`config.mk`:
```
export PLATFORM = sky130hd
export DESIGN_NAME = sp_tile_loader_flat
export DESIGN_NICKNAME = d
export VERILOG_FILES = /design/src/rtl/sp_tile_loader_if.sv /design/src/rtl/sp_tile_loader.sv /design/src/flat_wrapper.sv
export SDC_FILE = /design/constraint.sdc
export NUM_CORES = 1
export LEC_CHECK = 0
export ABC_AREA = 1
export CAP_MARGIN = 25
export CORE_UTILIZATION = 57
export CTS_BUF_LIST = sky130_fd_sc_hd__clkbuf_8
export CTS_CLUSTER_SIZE = 12
export DETAILED_ROUTE_END_ITERATION = 7
export DONT_BUFFER_PORTS = 1
export PLACE_DENSITY = 0.76
export SLEW_MARGIN = 20
export SYNTH_ARGS = -nofsm -noshare
export SYNTH_HDL_FRONTEND = slang
export SYNTH_SLANG_ARGS = --single-unit
export TNS_END_PERCENT = 10
```
`constraint.sdc`:
```
create_clock -name write_clk -period 2.07 [get_ports write_clk]
set_clock_uncertainty 0.15 [all_clocks]
set_input_delay 0.414 -clock write_clk [delete_from_list [all_inputs] [get_ports write_clk]]
set_output_delay 0.414 -clock write_clk [all_outputs]
set_load 0.02 [all_outputs]
```
`src/rtl/sp_tile_loader_if.sv`:
```
// Stream-in / pad write-port bundle for sp_tile_loader.
// SP_LOADER_LAST_CHECK_EN adds the s_last framing input and the sticky err output.
interface sp_tile_loader_if #(
    parameter int DATA_W = 32
);
    logic              s_valid;
    logic              s_ready;
    logic [DATA_W-1:0] s_data;
    logic              wen;
    logic [8:0]        data_in_addr;
    logic [DATA_W-1:0] data_in;
    logic              tile_valid;
    logic              tile_bank;
    logic              tile_release;
`ifdef SP_LOADER_LAST_CHECK_EN
    logic              s_last;
    logic              err;

    modport master (
        output s_valid, s_data, s_last, tile_release,
        input  s_ready, wen, data_in_addr, data_in, tile_valid, tile_bank, err
    );
    modport slave (
        input  s_valid, s_data, s_last, tile_release,
        output s_ready, wen, data_in_addr, data_in, tile_valid, tile_bank, err
    );
`else
    modport master (
        output s_valid, s_data, tile_release,
        input  s_ready, wen, data_in_addr, data_in, tile_valid, tile_bank
    );
    modport slave (
        input  s_valid, s_data, tile_release,
        output s_ready, wen, data_in_addr, data_in, tile_valid, tile_bank
    );
`endif
endinterface

```
`src/rtl/sp_tile_loader.sv`:
```
// Ping-pong tile loader feeding the systolic scratch pad write port from a valid/ready stream.
// Optional feature macro: SP_LOADER_LAST_CHECK_EN (s_last framing check with sticky err).
module sp_tile_loader #(
    parameter int SYS_WIDTH  = 64,
    parameter int SYS_HEIGHT = 1,
    parameter int DATA_W     = 32
) (
    input logic            write_clk,
    input logic            rst_n,
    sp_tile_loader_if.slave bus
);
    localparam int         NBRAM    = SYS_HEIGHT + SYS_WIDTH;
    localparam int         WORDS    = 2 * NBRAM;
    localparam logic [7:0] LAST_IDX = 8'(WORDS - 1);

    typedef enum logic [1:0] {WR_RESET, WR_FILL, WR_STALL} wr_state_t;
    typedef enum logic [1:0] {BANK_EMPTY, BANK_FILLING, BANK_FULL} bank_state_t;

    wr_state_t         r_wrState;
    bank_state_t       r_bankState [2];
    bank_state_t       w_bankNext  [2];
    logic              r_wrBank;
    logic              r_rdBank;
    logic [7:0]        r_idx;
    logic              r_sReady;
    logic              r_wen;
    logic [8:0]        r_addr;
    logic [DATA_W-1:0] r_data;
    logic              r_tileValid;

    logic              w_hs;
    logic              w_idxEnd;
    logic              w_close;
    logic              w_rel;
    logic              w_wrBankNext;
    logic              w_rdBankNext;
    logic [1:0]        w_full;
    logic [1:0]        w_fullNext;

    assign w_hs     = bus.s_valid & r_sReady;
    assign w_idxEnd = (r_idx == LAST_IDX);

`ifdef SP_LOADER_LAST_CHECK_EN
    logic r_err;
    assign w_close = w_hs & (w_idxEnd | bus.s_last);
    assign bus.err = r_err;
`else
    assign w_close = w_hs & w_idxEnd;
`endif

    // A stale tile_valid right after a release must not free the next bank twice.
    assign w_rel        = bus.tile_release & r_tileValid & w_full[r_rdBank];
    assign w_wrBankNext = r_wrBank ^ w_close;
    assign w_rdBankNext = r_rdBank ^ w_rel;

    always_comb begin
        w_full = '0;
        for (int b = 0; b < 2; b++) begin
            w_full[b] = (r_bankState[b] == BANK_FULL);
        end
    end

    // Release only ever targets a full bank and writes only a non-full one, so they never collide.
    always_comb begin
        w_fullNext = '0;
        for (int b = 0; b < 2; b++) begin
            w_bankNext[b] = r_bankState[b];
            if (w_rel && (r_rdBank == 1'(b))) begin
                w_bankNext[b] = BANK_EMPTY;
            end
            if (w_hs && (r_wrBank == 1'(b))) begin
                w_bankNext[b] = w_close ? BANK_FULL : BANK_FILLING;
            end
            w_fullNext[b] = (w_bankNext[b] == BANK_FULL);
        end
    end

    always_ff @(posedge write_clk or negedge rst_n) begin
        if (!rst_n) begin
            r_wrState      <= WR_RESET;
            r_bankState[0] <= BANK_EMPTY;
            r_bankState[1] <= BANK_EMPTY;
            r_wrBank       <= 1'b0;
            r_rdBank       <= 1'b0;
            r_idx          <= '0;
            r_sReady       <= 1'b0;
            r_wen          <= 1'b0;
            r_addr         <= '0;
            r_data         <= '0;
            r_tileValid    <= 1'b0;
        end else begin
            r_bankState[0] <= w_bankNext[0];
            r_bankState[1] <= w_bankNext[1];
            r_wrBank       <= w_wrBankNext;
            r_rdBank       <= w_rdBankNext;
            r_wen          <= w_hs;
            if (w_close) begin
                r_idx <= '0;
            end else if (w_hs) begin
                r_idx <= r_idx + 8'd1;
            end
            if (w_hs) begin
                r_addr <= {r_wrBank, r_idx};
                r_data <= bus.s_data;
            end
            r_tileValid <= w_full[r_rdBank];
            // Ready looks ahead at the bank the writer will own after this edge.
            if (w_fullNext[w_wrBankNext]) begin
                r_wrState <= WR_STALL;
                r_sReady  <= 1'b0;
            end else begin
                r_wrState <= WR_FILL;
                r_sReady  <= 1'b1;
            end
        end
    end

`ifdef SP_LOADER_LAST_CHECK_EN
    always_ff @(posedge write_clk or negedge rst_n) begin
        if (!rst_n) begin
            r_err <= 1'b0;
        end else if (w_hs && (bus.s_last != w_idxEnd)) begin
            r_err <= 1'b1;
        end
    end
`endif

    assign bus.s_ready      = r_sReady;
    assign bus.wen          = r_wen;
    assign bus.data_in_addr = r_addr;
    assign bus.data_in      = r_data;
    assign bus.tile_valid   = r_tileValid;
    assign bus.tile_bank    = r_rdBank;

endmodule

```
`src/flat_wrapper.sv`:
```
// flat-port wrapper written by rule: the top's interface ports become plain ports
module sp_tile_loader_flat 
#(
    parameter int SYS_WIDTH  = 64,
    parameter int SYS_HEIGHT = 1,
    parameter int DATA_W     = 32
)
  (write_clk, rst_n, bus_s_valid, bus_s_data, bus_tile_release, bus_s_ready, bus_wen, bus_data_in_addr, bus_data_in, bus_tile_valid, bus_tile_bank);
  sp_tile_loader_if #(.DATA_W(DATA_W)) bus_i ();
  input logic write_clk;
  input logic rst_n;
  input wire logic [$bits(bus_i.s_valid)-1:0] bus_s_valid;
  input wire logic [$bits(bus_i.s_data)-1:0] bus_s_data;
  input wire logic [$bits(bus_i.tile_release)-1:0] bus_tile_release;
  output wire logic [$bits(bus_i.s_ready)-1:0] bus_s_ready;
  output wire logic [$bits(bus_i.wen)-1:0] bus_wen;
  output wire logic [$bits(bus_i.data_in_addr)-1:0] bus_data_in_addr;
  output wire logic [$bits(bus_i.data_in)-1:0] bus_data_in;
  output wire logic [$bits(bus_i.tile_valid)-1:0] bus_tile_valid;
  output wire logic [$bits(bus_i.tile_bank)-1:0] bus_tile_bank;
  assign bus_i.s_valid = bus_s_valid;
  assign bus_i.s_data = bus_s_data;
  assign bus_i.tile_release = bus_tile_release;
  assign bus_s_ready = bus_i.s_ready;
  assign bus_wen = bus_i.wen;
  assign bus_data_in_addr = bus_i.data_in_addr;
  assign bus_data_in = bus_i.data_in;
  assign bus_tile_valid = bus_i.tile_valid;
  assign bus_tile_bank = bus_i.tile_bank;
  sp_tile_loader #(.SYS_WIDTH(SYS_WIDTH), .SYS_HEIGHT(SYS_HEIGHT), .DATA_W(DATA_W)) u_core (.write_clk(write_clk), .rst_n(rst_n), .bus(bus_i));
endmodule
```
; After elaboration in Yosys (flattened, before gate mapping)
; Cells that the tools add are included.
[totals]
regBits = 58
in_bits = 36
output_inout_bits = 45
wordCells = 43
[classes]
add_sub_neg = 1
order_cmp = 2
eq_ne = 5
n_mux = 12
n_bitwise = 8
reduce_logical = 5
[op_table]
columns = cell, n
row1 = $mux W8, 2
row2 = $mux W2, 5
row3 = $add A8 B1 Y8 const B, 1
row4 = $eq A2 B2 Y1 const B, 4
row5 = $eq A8 B8 Y1 const B, 1
row6 = $mux W1, 5
row7 = $and A1 B1 Y1, 4
row8 = $logic_and A1 B1 Y1, 4
row9 = $lt A1 B2 Y1 const B, 2
row10 = $not A1 Y1, 2
row11 = $reduce_bool A2 Y1, 1
row12 = $xor A1 B1 Y1, 2

; Depth between registers and ports, before layout
; Gate-level depths: netlist of the first run.
[depth]
word_depth = 11
ltp_mapped = 11
ltp_nobuf = 11

; Worst setup path after synthesis of the first run
; No wires, ideal clock.
[synth_timing]
path_kind = reg-to-reg
startpoint = reg u_core.r_rdBank, in the netlist u_core.bus.tile_bank
endpoint = reg u_core.r_sReady, in the netlist u_core.bus.s_ready
setup_time_ps = 113
t_arrival_ps = 1411
path_slack_ps = 396
path_stages_with_launch = 12
path_buffers = 0
synth_period_minus_slack_ps = 1674
path_cell_list = dfrtp_1 -> inv_1 -> nand2_1 -> o21ai_0 -> and3_1 -> ha_1 -> nor2_1 -> nand2_1 -> nor2_1 -> nand3_1 -> nand2_1 -> inv_1
[synth_between]
elab_chain_len = 10
elab_cells_between_ends = 15
[synth_rtl]
columns = item, line
row1 = "start, declared", sp_tile_loader.sv:23  ; logic r_rdBank;
row2 = "start signal, assigned", sp_tile_loader.sv:95  ; r_rdBank <= w_rdBankNext;
row3 = $mux W1 (not written as such) (2 in a row), sp_tile_loader.sv:52  ; assign w_rel = bus.tile_release & r_tileValid & w_full[r_rdBank];
row4 = $and A1 B1 Y1, sp_tile_loader.sv:52
row5 = $logic_and A1 B1 Y1, sp_tile_loader.sv:68  ; if (w_rel && (r_rdBank == 1'(b))) begin
row6 = $mux W2, sp_tile_loader.sv:68
row7 = $mux W2, sp_tile_loader.sv:71  ; if (w_hs && (r_wrBank == 1'(b))) begin
row8 = $eq A2 B2 Y1, sp_tile_loader.sv:74  ; w_fullNext[b] = (w_bankNext[b] == BANK_FULL);
row9 = $mux W1 (not written as such) (*) (2 in a row), sp_tile_loader.sv:108  ; if (w_fullNext[w_wrBankNext]) begin
row10 = $mux W1 (*), sp_tile_loader.sv:108
row11 = "end signal, assigned", sp_tile_loader.sv:86  ; r_sReady <= 1'b0;
row12 = "end signal, assigned", sp_tile_loader.sv:110  ; r_sReady <= 1'b0;
row13 = "end signal, assigned", sp_tile_loader.sv:113  ; r_sReady <= 1'b1;
row14 = "end, declared", sp_tile_loader.sv:25  ; logic r_sReady;
; Mark *: on every way between the ends. The rest lies on a longest branch, timed or not. The select of a mux whose other input is x is not followed.
; A chain may end at the register's enable or synchronous reset.

; Worst setup path after layout of the first run
; Ends and elaborated chain as after synthesis.

==> impl_metrics.ini, run 1 <==
[setup_path]
cp-start-kind = register
cp.arrival_ns = 1.89
cp-end-kind = register
worstPathRequired_ns = 2.15
critical_path_class = register to register
cp_max_fo = 4

[place]
gp_congestion = 0.798
dpl_cell_area_mm2 = 0.00252
hpwl_um = 3050
io_buffers = 0

[clock_tree]
cts_buffers = 9
ctsRootBufferMaster = clkbuf_8
cts_tree = yes
cts_sinks = 58
htreeDepth = 3
cts.path.max_buffers = 2
cts_setup_buffers = 0
worstSkewPairLatency_ns = 0.33
clk_pin_slew_ns = 0.07

[sta]
fin_tns_setup_ns = 0
fin_crit_sh_pct = 87.5
whs_ns = 0.0408
maxSlewHeadroom_pct = 80.3
drv_slew = 0
period_minus_slack_ns = 1.81
worstMarginPinSlew_ns = 0.295
finalHoldViolCount = 0
setup_violations = 0
grt_setup_unrepaired = no
max_clock_freq_mhz = 552

[power]
pwr-share-clk_pct = 33.2
vdd_drop_max_mv = 0.558
p_per_area_mw_per_mm2 = 1110
power.internal_mw = 2.03
swShare_pct = 33.1
switchingPower_mw = 1.00
combPwrFrac_pct = 14.4
p_leak_nw = 1.50
seqPwrFrac_pct = 52.4

[yosys]
synthArstFlopShare_pct = 100
syn_inst = 276
synth_fp_nets = 316
yosys.area.top_type_share_pct = 58.3
synthTopCellsByArea = dfrtp_1, nand2_1, inv_1
yosysTopAreaCell = dfrtp_1
synthXorXnorAreaFrac_pct = 0.352
synth_compound_area_share_pct = 2.61
ys_ff_latch = 58
yosys_warnings = 0
syn-cell-area_mm2 = 0.00249
synth.cells.most_frequent = nand2_1, dfrtp_1, inv_1, nand3_1, o21ai_0
synth_most_common_cell = nand2_1
muxShareOfSynthArea_pct = 0
synth_fa_ha_area_share_pct = 2.01
yosysSeqAreaShare_pct = 58.3
synth_simple_gate_area_share_pct = 30.6
syn_area_per_cell_um2 = 9.02
ys.flop_type = dfrtp_1
synth_enable_flop_cells = 0
ys_types = 28
synth_top_family_by_area = simple AND/OR/NAND/NOR gates

[final_layout]
final_nets = 322
drive_above_1_share_pct = 12.5
final_cell_area_mm2 = 0.00275
fin_util_pct = 67.3
antenna_cells = 0
syn_to_final_growth_pct = 10.4

[drt]
postRouteAntennaNets = 0
vias = 1733
wl_per_cell_um = 13.1
dr.pass1.iters = 4
viasPerCell = 5.14
drtIter0Drc = 80
wl_um = 4430
drc = 0

[floorplanning]
ios = 81
die_x_um = 68.1
design.die.area_mm2 = 0.00464
core_mm2 = 0.00409
row_count = 23
start_util_pct = 60.9
chipHeight_um = 68.1

[status]
outcome = finished clean

[global_route]
grt_pass1_wl_um = 6910
met1_usage_pct = 24.8
grt_util_all_layers_pct = 21.4
grt-ovfl-total = 0
antenna_found_initial = 0
grt_use_met2_pct = 33.0
top_usage_layer = met2
grt_pass1_vias = 1623
grt_max_degree = 59
grt_util_met3_pct = 10.0

[worst_hold_path]
hp-class = input port to register

[flow_run]
drv_cap = 0
-- routing by layer --
metal,share of wire [%],up-vias,wire [um]
met5,0,-,0
met4,2.0,0,88
met3,7.3,7,323
li1,-,863,-
met1,44,799,1930
met2,47,64,2090
-- flip-flops by register name (all words and copies together) (netlist names) --
| name | cells |
|---|---|
| u_core.bus.data_in | 32 |
| u_core.bus.data_in_addr | 9 |
| u_core.r_idx | 8 |
| u_core.r_bankState | 4 |
| u_core.bus.s_ready | 1 |
| u_core.bus.tile_bank | 1 |
| u_core.bus.tile_valid | 1 |
| u_core.bus.wen | 1 |
| u_core.r_wrBank | 1 |
-- power by group through the flow --
stage | Combinational [mW] | Clock, mW | Sequential (mW)
6_report | 0.436 | 1.01 | 1.59
5_1_grt | 0.504 | 1.08 | 1.63
2_1_floorplan | 0.387 | 0 | 1.57
3_5_place_dp | 0.412 | 0 | 1.61
3_3_place_gp | 0.393 | 0 | 1.61
4_1_cts | 0.444 | 1.03 | 1.59
-- cell usage in the layout (no fill, tap or decap), types with 2 or more instances in the layout --
| cell | count |
|---|---|
| clkbuf_8 | 10 |
| buf_4 | 3 |
| nand2_1 | 130 |
| dfrtp_1 | 58 |
| inv_1 | 21 |
| inv_2 | 2 |
| clkinv_2 | 3 |
| o21ai_0 | 12 |
| nor2_1 | 7 |
| nand2_2 | 4 |
| ha_1 | 4 |
| nor2_4 | 2 |
| nand3_1 | 12 |
| nand3_4 | 2 |
| inv_4 | 2 |
-- through the flow --
step	cells	total power [mW]	worst slack, ns
floorplan	276	1.95	0.396
global placement	319	2.00	0.336
detailed placement	319	2.02	0.251
CTS	337	3.07	0.243
global route	337	3.21	0.112
finish	337	3.04	0.259
-- repair_timing --
action / in CTS / in global routing
resized for setup: 0 / 0
hold buffers: 2 / 0
endpoints found under the hold margin: 58 / 0
-- final cells by class --
type | count | area [um^2]
Sequential cell | 58 | 1450
Fill cell | 338 | 1340
Multi-Input combinational cell | 184 | 885
Clock buffer | 10 | 138
Inverter | 24 | 95.1
Tap cell | 50 | 62.6
Timing Repair Buffer | 5 | 60.1
Clock inverter | 6 | 57.6
-- critical path, stage by stage (launching register included) --
cell	delay, ns
dfrtp_1	0.49
inv_1	0.11
nand2_1	0.07
o21ai_0	0.09
and3_1	0.19
ha_1	0.19
nor2_1	0.10
nand2_1	0.07
nor2_1	0.09
nand3_1	0.08
nand2_1	0.06
inv_1	0.03
-- logic make-up (layout without fill, tap and decap cells) --
| group | after synthesis | count (layout) |
|---|---|---|
| compound gates | 13 | 13 |
| simple gates | 166 | 166 |
| xor+xnor | 1 | 1 |
| flops | 58 | 58 |
| fa+ha+maj | 4 | 4 |
| buf+inv | 34 | 45 |
-- final timing paths --
kind,from,endpoint,slack [ns],cells after the start
worst max register to register,u_core.bus.tile_bank$_DFF_PN0_,u_core.bus.s_ready$_DFF_PN0_,0.26,11
max in group asynchronous,rst_n,u_core.bus.data_in[16]$_DFFE_PN0N_,1.05,2
min in group asynchronous,rst_n,u_core.bus.data_in[3]$_DFFE_PN0N_,0.48,2
worst min register to register,u_core.r_wrBank$_DFF_PN0_,u_core.r_wrBank$_DFF_PN0_,0.35,2
worst max-delay path,u_core.bus.tile_bank$_DFF_PN0_,u_core.bus.s_ready$_DFF_PN0_,0.26,11
worst min-delay path,bus_s_data[4],u_core.bus.data_in[4]$_DFFE_PN0N_,0.04,2
Power figures use the tool's default switching activity.
==> run 2, diff against run 1 <==
--- a/config.mk
+++ b/config.mk
@@ -17,4 +17,3 @@
 export SYNTH_ARGS = -nofsm -noshare
 export SYNTH_HDL_FRONTEND = slang
 export SYNTH_SLANG_ARGS = --single-unit
-export TNS_END_PERCENT = 10
==> results of run 2 <==
No change in the layout: final DEF, timing and power equal those of run 1.
==> run 3, diff against run 2 <==
--- a/config.mk
+++ b/config.mk
@@ -13,6 +13,7 @@
 export DETAILED_ROUTE_END_ITERATION = 7
 export DONT_BUFFER_PORTS = 1
 export PLACE_DENSITY = 0.76
+export SETUP_SLACK_MARGIN = 0.5
 export SLEW_MARGIN = 20
 export SYNTH_ARGS = -nofsm -noshare
 export SYNTH_HDL_FRONTEND = slang
==> run 3 against run 2 <==
  * The run now ends with negative hold slack left
  * Combinational power fell by 6.2%
  * Via count fell by 3.0%
  * Hold slack got worse by 0.41 ns
  * Power fell by 1.1%
  * Critical endpoint unchanged
  * Design area rose by 1.0%
  * Clock power barely moved
  * Sequential share of layout area fell by 0.43 points
==> impl_metrics.ini, run 3 (same netlist as run 1, synthesis figures left out) <==
[drt]
dr.pass1.iters = 4
wl_met3_um = 273
drc = 0
wl_per_cell_um = 13.1
viasPerCell = 4.99
met1_length_um = 1990
wl_um = 4400
postRouteAntennaNets = 0
highest_layer = met4
dr_wl_met2_um = 2070
drtIter0Drc = 93
vias = 1681

[setup_path]
critPathTopFamily = simple AND/OR/NAND/NOR gates
worstPathCellList = inv_2, nand2_2, o21ai_2, and3_4, ha_2, inv_2, nand3_2, nor2_1, nand3_1, nand2_1, inv_1
cp_max_fo = 4
cp_slowest_cell = dfrtp_2
r2r_slack_ns = 0.41
cp.arrival_ns = 1.72
max_stage_delay_ns = 0.46
cp.buffers_inverters = 3
crit_top_cell = inv_2
critical_path_class = register to register
cp-start-kind = register
cp-end-kind = register
worstPathRequired_ns = 2.13

[sta]
max_clock_freq_mhz = 604
fin_crit_sh_pct = 80.0
grt_setup_unrepaired = yes
worstMarginPinSlew_ns = 0.261
maxSlewHeadroom_pct = 82.4
finalHoldViolCount = 58
whs_ns = -0.369
period_minus_slack_ns = 1.66
setup_violations = 0
drv_slew = 0
fin_tns_setup_ns = 0

[power]
p_per_area_mw_per_mm2 = 1080
p_leak_nw = 1.49
vdd_drop_max_mv = 0.648
power_mw = 3.00

[floorplanning]
ios = 81
row_count = 23
die_x_um = 68.1
chipHeight_um = 68.1
start_util_pct = 60.9
core_mm2 = 0.00409
design.die.area_mm2 = 0.00464

[final_layout]
multi_input_area_um2 = 922
final_cell_mix = nand2_1, dfrtp_1, inv_1, o21ai_0
final_nets = 322
fin_util_pct = 67.9
n_fill_cell = 339
seqCellArea_mm2 = 0.00145
fin_cells = 337
antenna_cells = 0
syn_to_final_growth_pct = 11.5
largest_reg_flops = 32
drive_above_1_share_pct = 17.4
final_common_cell = nand2_1

[clock_tree]
worstSkewPairLatency_ns = 0.32
cts.path.max_buffers = 2
cts_tree = yes
cts_sinks = 58
ctsRootBufferMaster = clkbuf_8
clk_pin_slew_ns = 0.07
cts_buffers = 9
htreeDepth = 3

[place]
dp.cells = 319
hpwl_um = 3090
gp_congestion = 0.784
io_buffers = 0

[flow_run]
drv_cap = 0

[global_route]
antenna_found_initial = 0
grt-ovfl-total = 0
grt_pass1_wl_um = 6930
grt_util_all_layers_pct = 21.0
grt_max_degree = 59
grt_pass1_vias = 1653

[status]
violations = negative hold slack
outcome = complete, but fails checks

[worst_hold_path]
hp-class = input port to asynchronous set/reset pin
## run 3: changes by cell type in the layout (fill, tap and decap cells not counted), sizes merged
cell,before,now
buf,4,5
clkinv,4,5
dlygate4sd3,1,0
inv,25,24
## run 3: worst register-to-register path, delay by kind of cell (launching register included)
kind,cells,cell delay [ns]
adder cells (fa/ha/maj),1,0.18
AO/OA/AOI/OAI,1,0.06
AND/OR/NAND/NOR,6,0.53
buffers and inverters,3,0.16
flip-flops,1,0.46
## run 3: where the power goes
group | internal [mW] | total, mW | leakage (nW) | switching [mW]
clock network | 0.579 | 1.00 | 0.107 | 0.420
registers | 1.31 | 1.59 | 0.694 | 0.289
logic | 0.144 | 0.409 | 0.693 | 0.265
## run 3: through the flow
stage	area, um^2	setup slack [ns]
2_1_floorplan	2510	0.488
3_3_place_gp	2530	0.390
3_5_place_dp	2530	0.345
4_1_cts	2760	0.430
5_1_grt	2780	0.273
6_report	2780	0.414
## run 3: metal layers
metal | track usage [%] | vias to the layer above
li1 | - | 857
met1 | 25.1 | 758
met2 | 33.7 | 61
met3 | 6.83 | 5
met4 | 10.9 | 0
met5 | 0 | -
## run 3: final cells by class
cell class,count,area share (%)
well taps,50,2.25
flip-flops and latches,58,52.4
multi-input cells,184,33.2
repair buffers,5,1.35
inverters,24,3.79
clock buffers,10,4.96
clock inverters,6,2.07
## run 3: path summary, 6_finish.rpt
check,startpoint,to,cells after the start
worst max-delay path,u_core.bus.tile_bank$_DFF_PN0_,u_core.bus.s_ready$_DFF_PN0_,11
worst min-delay path,rst_n,u_core.bus.data_in_addr[5]$_DFFE_PN0N_,0
worst max register to register,u_core.bus.tile_bank$_DFF_PN0_,u_core.bus.s_ready$_DFF_PN0_,11
worst min register to register,u_core.r_wrBank$_DFF_PN0_,u_core.r_wrBank$_DFF_PN0_,2
max in group asynchronous,rst_n,u_core.bus.tile_bank$_DFF_PN0_,0
min in group write_clk,bus_s_data[6],u_core.bus.data_in[6]$_DFFE_PN0N_,2
## run 3: timing repair
item / 4_1_cts / 5_1_grt
pin swaps: 2 / 1
setup buffers: 2 / 0
endpoints found under the hold margin: 58 / 58
endpoints found under the setup margin: 30 / 10
gates resized for setup: 4 / 6
==> patch (flow settings as in run 2) <==
`SYS_WIDTH` is set to 64 in 2 places; all go to 32.
--- a/src/rtl/sp_tile_loader.sv
+++ b/src/rtl/sp_tile_loader.sv
@@ -1,7 +1,7 @@
 // Ping-pong tile loader feeding the systolic scratch pad write port from a valid/ready stream.
 // Optional feature macro: SP_LOADER_LAST_CHECK_EN (s_last framing check with sticky err).
 module sp_tile_loader #(
-    parameter int SYS_WIDTH  = 64,
+    parameter int SYS_WIDTH  = 32,
     parameter int SYS_HEIGHT = 1,
     parameter int DATA_W     = 32
 ) (
--- a/src/flat_wrapper.sv
+++ b/src/flat_wrapper.sv
@@ -1,7 +1,7 @@
 // flat-port wrapper written by rule: the top's interface ports become plain ports
 module sp_tile_loader_flat 
 #(
-    parameter int SYS_WIDTH  = 64,
+    parameter int SYS_WIDTH  = 32,
     parameter int SYS_HEIGHT = 1,
     parameter int DATA_W     = 32
 )
Formal check against the unedited RTL: no difference found for any inputs over 10 cycles, from zero or initial values and one cycle with rst_n low; that may be too few to reach the edited logic, so the function may still have changed.
==> patch against run 2 <==
Routed wire length down 0.41%; sequential cell count is the same; area after synthesis fell by 2.5%; via count shrank 1.9%; final cell count down 0.89%; worst setup slack lost 0.0089 ns; design area fell by 1.1%; total power rose by 4.7%; critical path depth shrank 1; critical path type unchanged.
==> patch: results (changes against run 2) <==
- Status: finished, final reports clean
- Detailed Place HPWL: 2884 um (-5.3%)
- Grt met1 use: 25.42% (+0.63 points)
- Multi-input logic area: 833.3 um^2 (-5.8%)
- Synth Area in Compound Gates: 3.194% (+0.58 points)
- Worst-path maximum fanout: 5 (+1)
- All-Layer GR Usage: 21.50% (+0.11 points)
- Switch share: 31.09% (-2.0 points)
- Filler cells: 336 (-0.59%)
- Via/cell ratio: 5.090 (-1.0%)
- #MultiIn Comb: 182 (-1.1%)
- WL met2: 2035 um (-2.6%)
- Global placer's final weighted congestion: 0.8294 (+3.9%)
- Synth Area in Adders: 2.061% (+0.051 points)
- Slew headroom: 76.50% (-3.8 points)
- Share of post-route cells with drive strength above 1: 10.56% (-2.0 points)
- Initial drt markers: 77 (-3.8%)
- Clock buffer depth: 2 (unchanged)
- Metal3 WL: 311 um (-3.7%)
- VDD IR-drop max: 901.5 uV (+62%)
- Number of global-route vias before repair: 1616 (-0.43%)
- Syn Nets: 313 (-0.95%)
- Global-route wire length before repair: 6941 um (+0.51%)
- Worst-Skew Late Latency: 0.33 ns (about the same)
- Seq_cells: 58 (unchanged)
- Synth area leaders: dfrtp_1 60%, nand2_1 20%, inv_1 3.2%, o21ai_0 2.7%, nand3_1 2.3%
- Post-Synth XOR/XNOR Area: 1.082% (+0.73 points)
- Final-layout clock buffer total: 11 (+1)
- Pre-CTS WS: 0.2920 ns (+0.04138 ns)
- GR Layer Usage met2: 34.00% (+1.0 points)
- Final worst slack: 0.2497 ns (-0.008883 ns)
- Area fraction of clock buffers and clock inverters: 8.053% (+0.95 points)
- Number of non-clock inverters: 24 (unchanged)
- Register area share after synthesis: 59.76% (+1.5 points)
- Nets: 320 (-0.62%)
- Non-clock buffer share: 2.209% (+0.024 points)
- Most frequent cells after synthesis: 128 x nand2_1, 58 x dfrtp_1, 21 x inv_1, 13 x o21ai_0, 11 x nand3_1
- P_leak: 0.001471 uW (-2.1%)
## patch: worst paths after layout
kind | startpoint | to | cells past startpoint
worst max-delay path | u_core.bus.tile_bank | u_core.bus.s_ready | 10
worst min-delay path | bus_s_data[8] | u_core.bus.data_in[8] | 2
worst max register to register | u_core.bus.tile_bank | u_core.bus.s_ready | 10
worst min register to register | u_core.r_bankState[2] | u_core.bus.tile_valid | 1
max in group asynchronous | rst_n | u_core.bus.tile_valid | 2
min in group asynchronous | rst_n | u_core.bus.data_in[10] | 2
## patch: kinds of logic after synthesis
family                   Yosys count
AO/OA/AOI/OAI                     15
XOR/XNOR                           3
adder cells (fa/ha/maj)            4
buffers and inverters             33
flip-flops                        58
AND/OR/NAND/NOR                  160
## patch: metrics by stage
| step | cell area (um^2) | total power [uW] | instances | hold WS (ns) |
|---|---|---|---|---|
| finish | 2719 | 3182 | 334 | 0.03632 |
| floorplan | 2429 | 1924 | 273 | -0.03159 |
| detailed placement | 2462 | 2027 | 317 | -0.03059 |
| CTS | 2719 | 3215 | 334 | 0.02315 |
| global route | 2719 | 3356 | 334 | 0.03247 |
| global placement | 2462 | 2008 | 317 | -0.03052 |
## patch: worst max-delay path: stages, from the launching register on
cell and delay [ns]:
dfrtp_1 0.49, nand3_1 0.14, o31ai_1 0.09, and3_1 0.18, ha_1 0.20, nor2_1 0.12
nand2_1 0.08, nor2_1 0.09, nand3_1 0.08, nand2_1 0.07, inv_1 0.03
## patch: power by group through the flow
stage	sequential, uW	combinational, uW	clock [uW]
after floorplan	1600	327	0
after CTS	1620	418	1170
after global routing	1640	484	1230
after detailed placement	1640	387	0
final	1620	412	1150
after global placement	1640	370	0
## patch: timing repair
action                                  4_1_cts  5_1_grt
hold endpoints to repair                     58        0
endpoints found under the setup margin        0        0
hold buffers                                  2        0
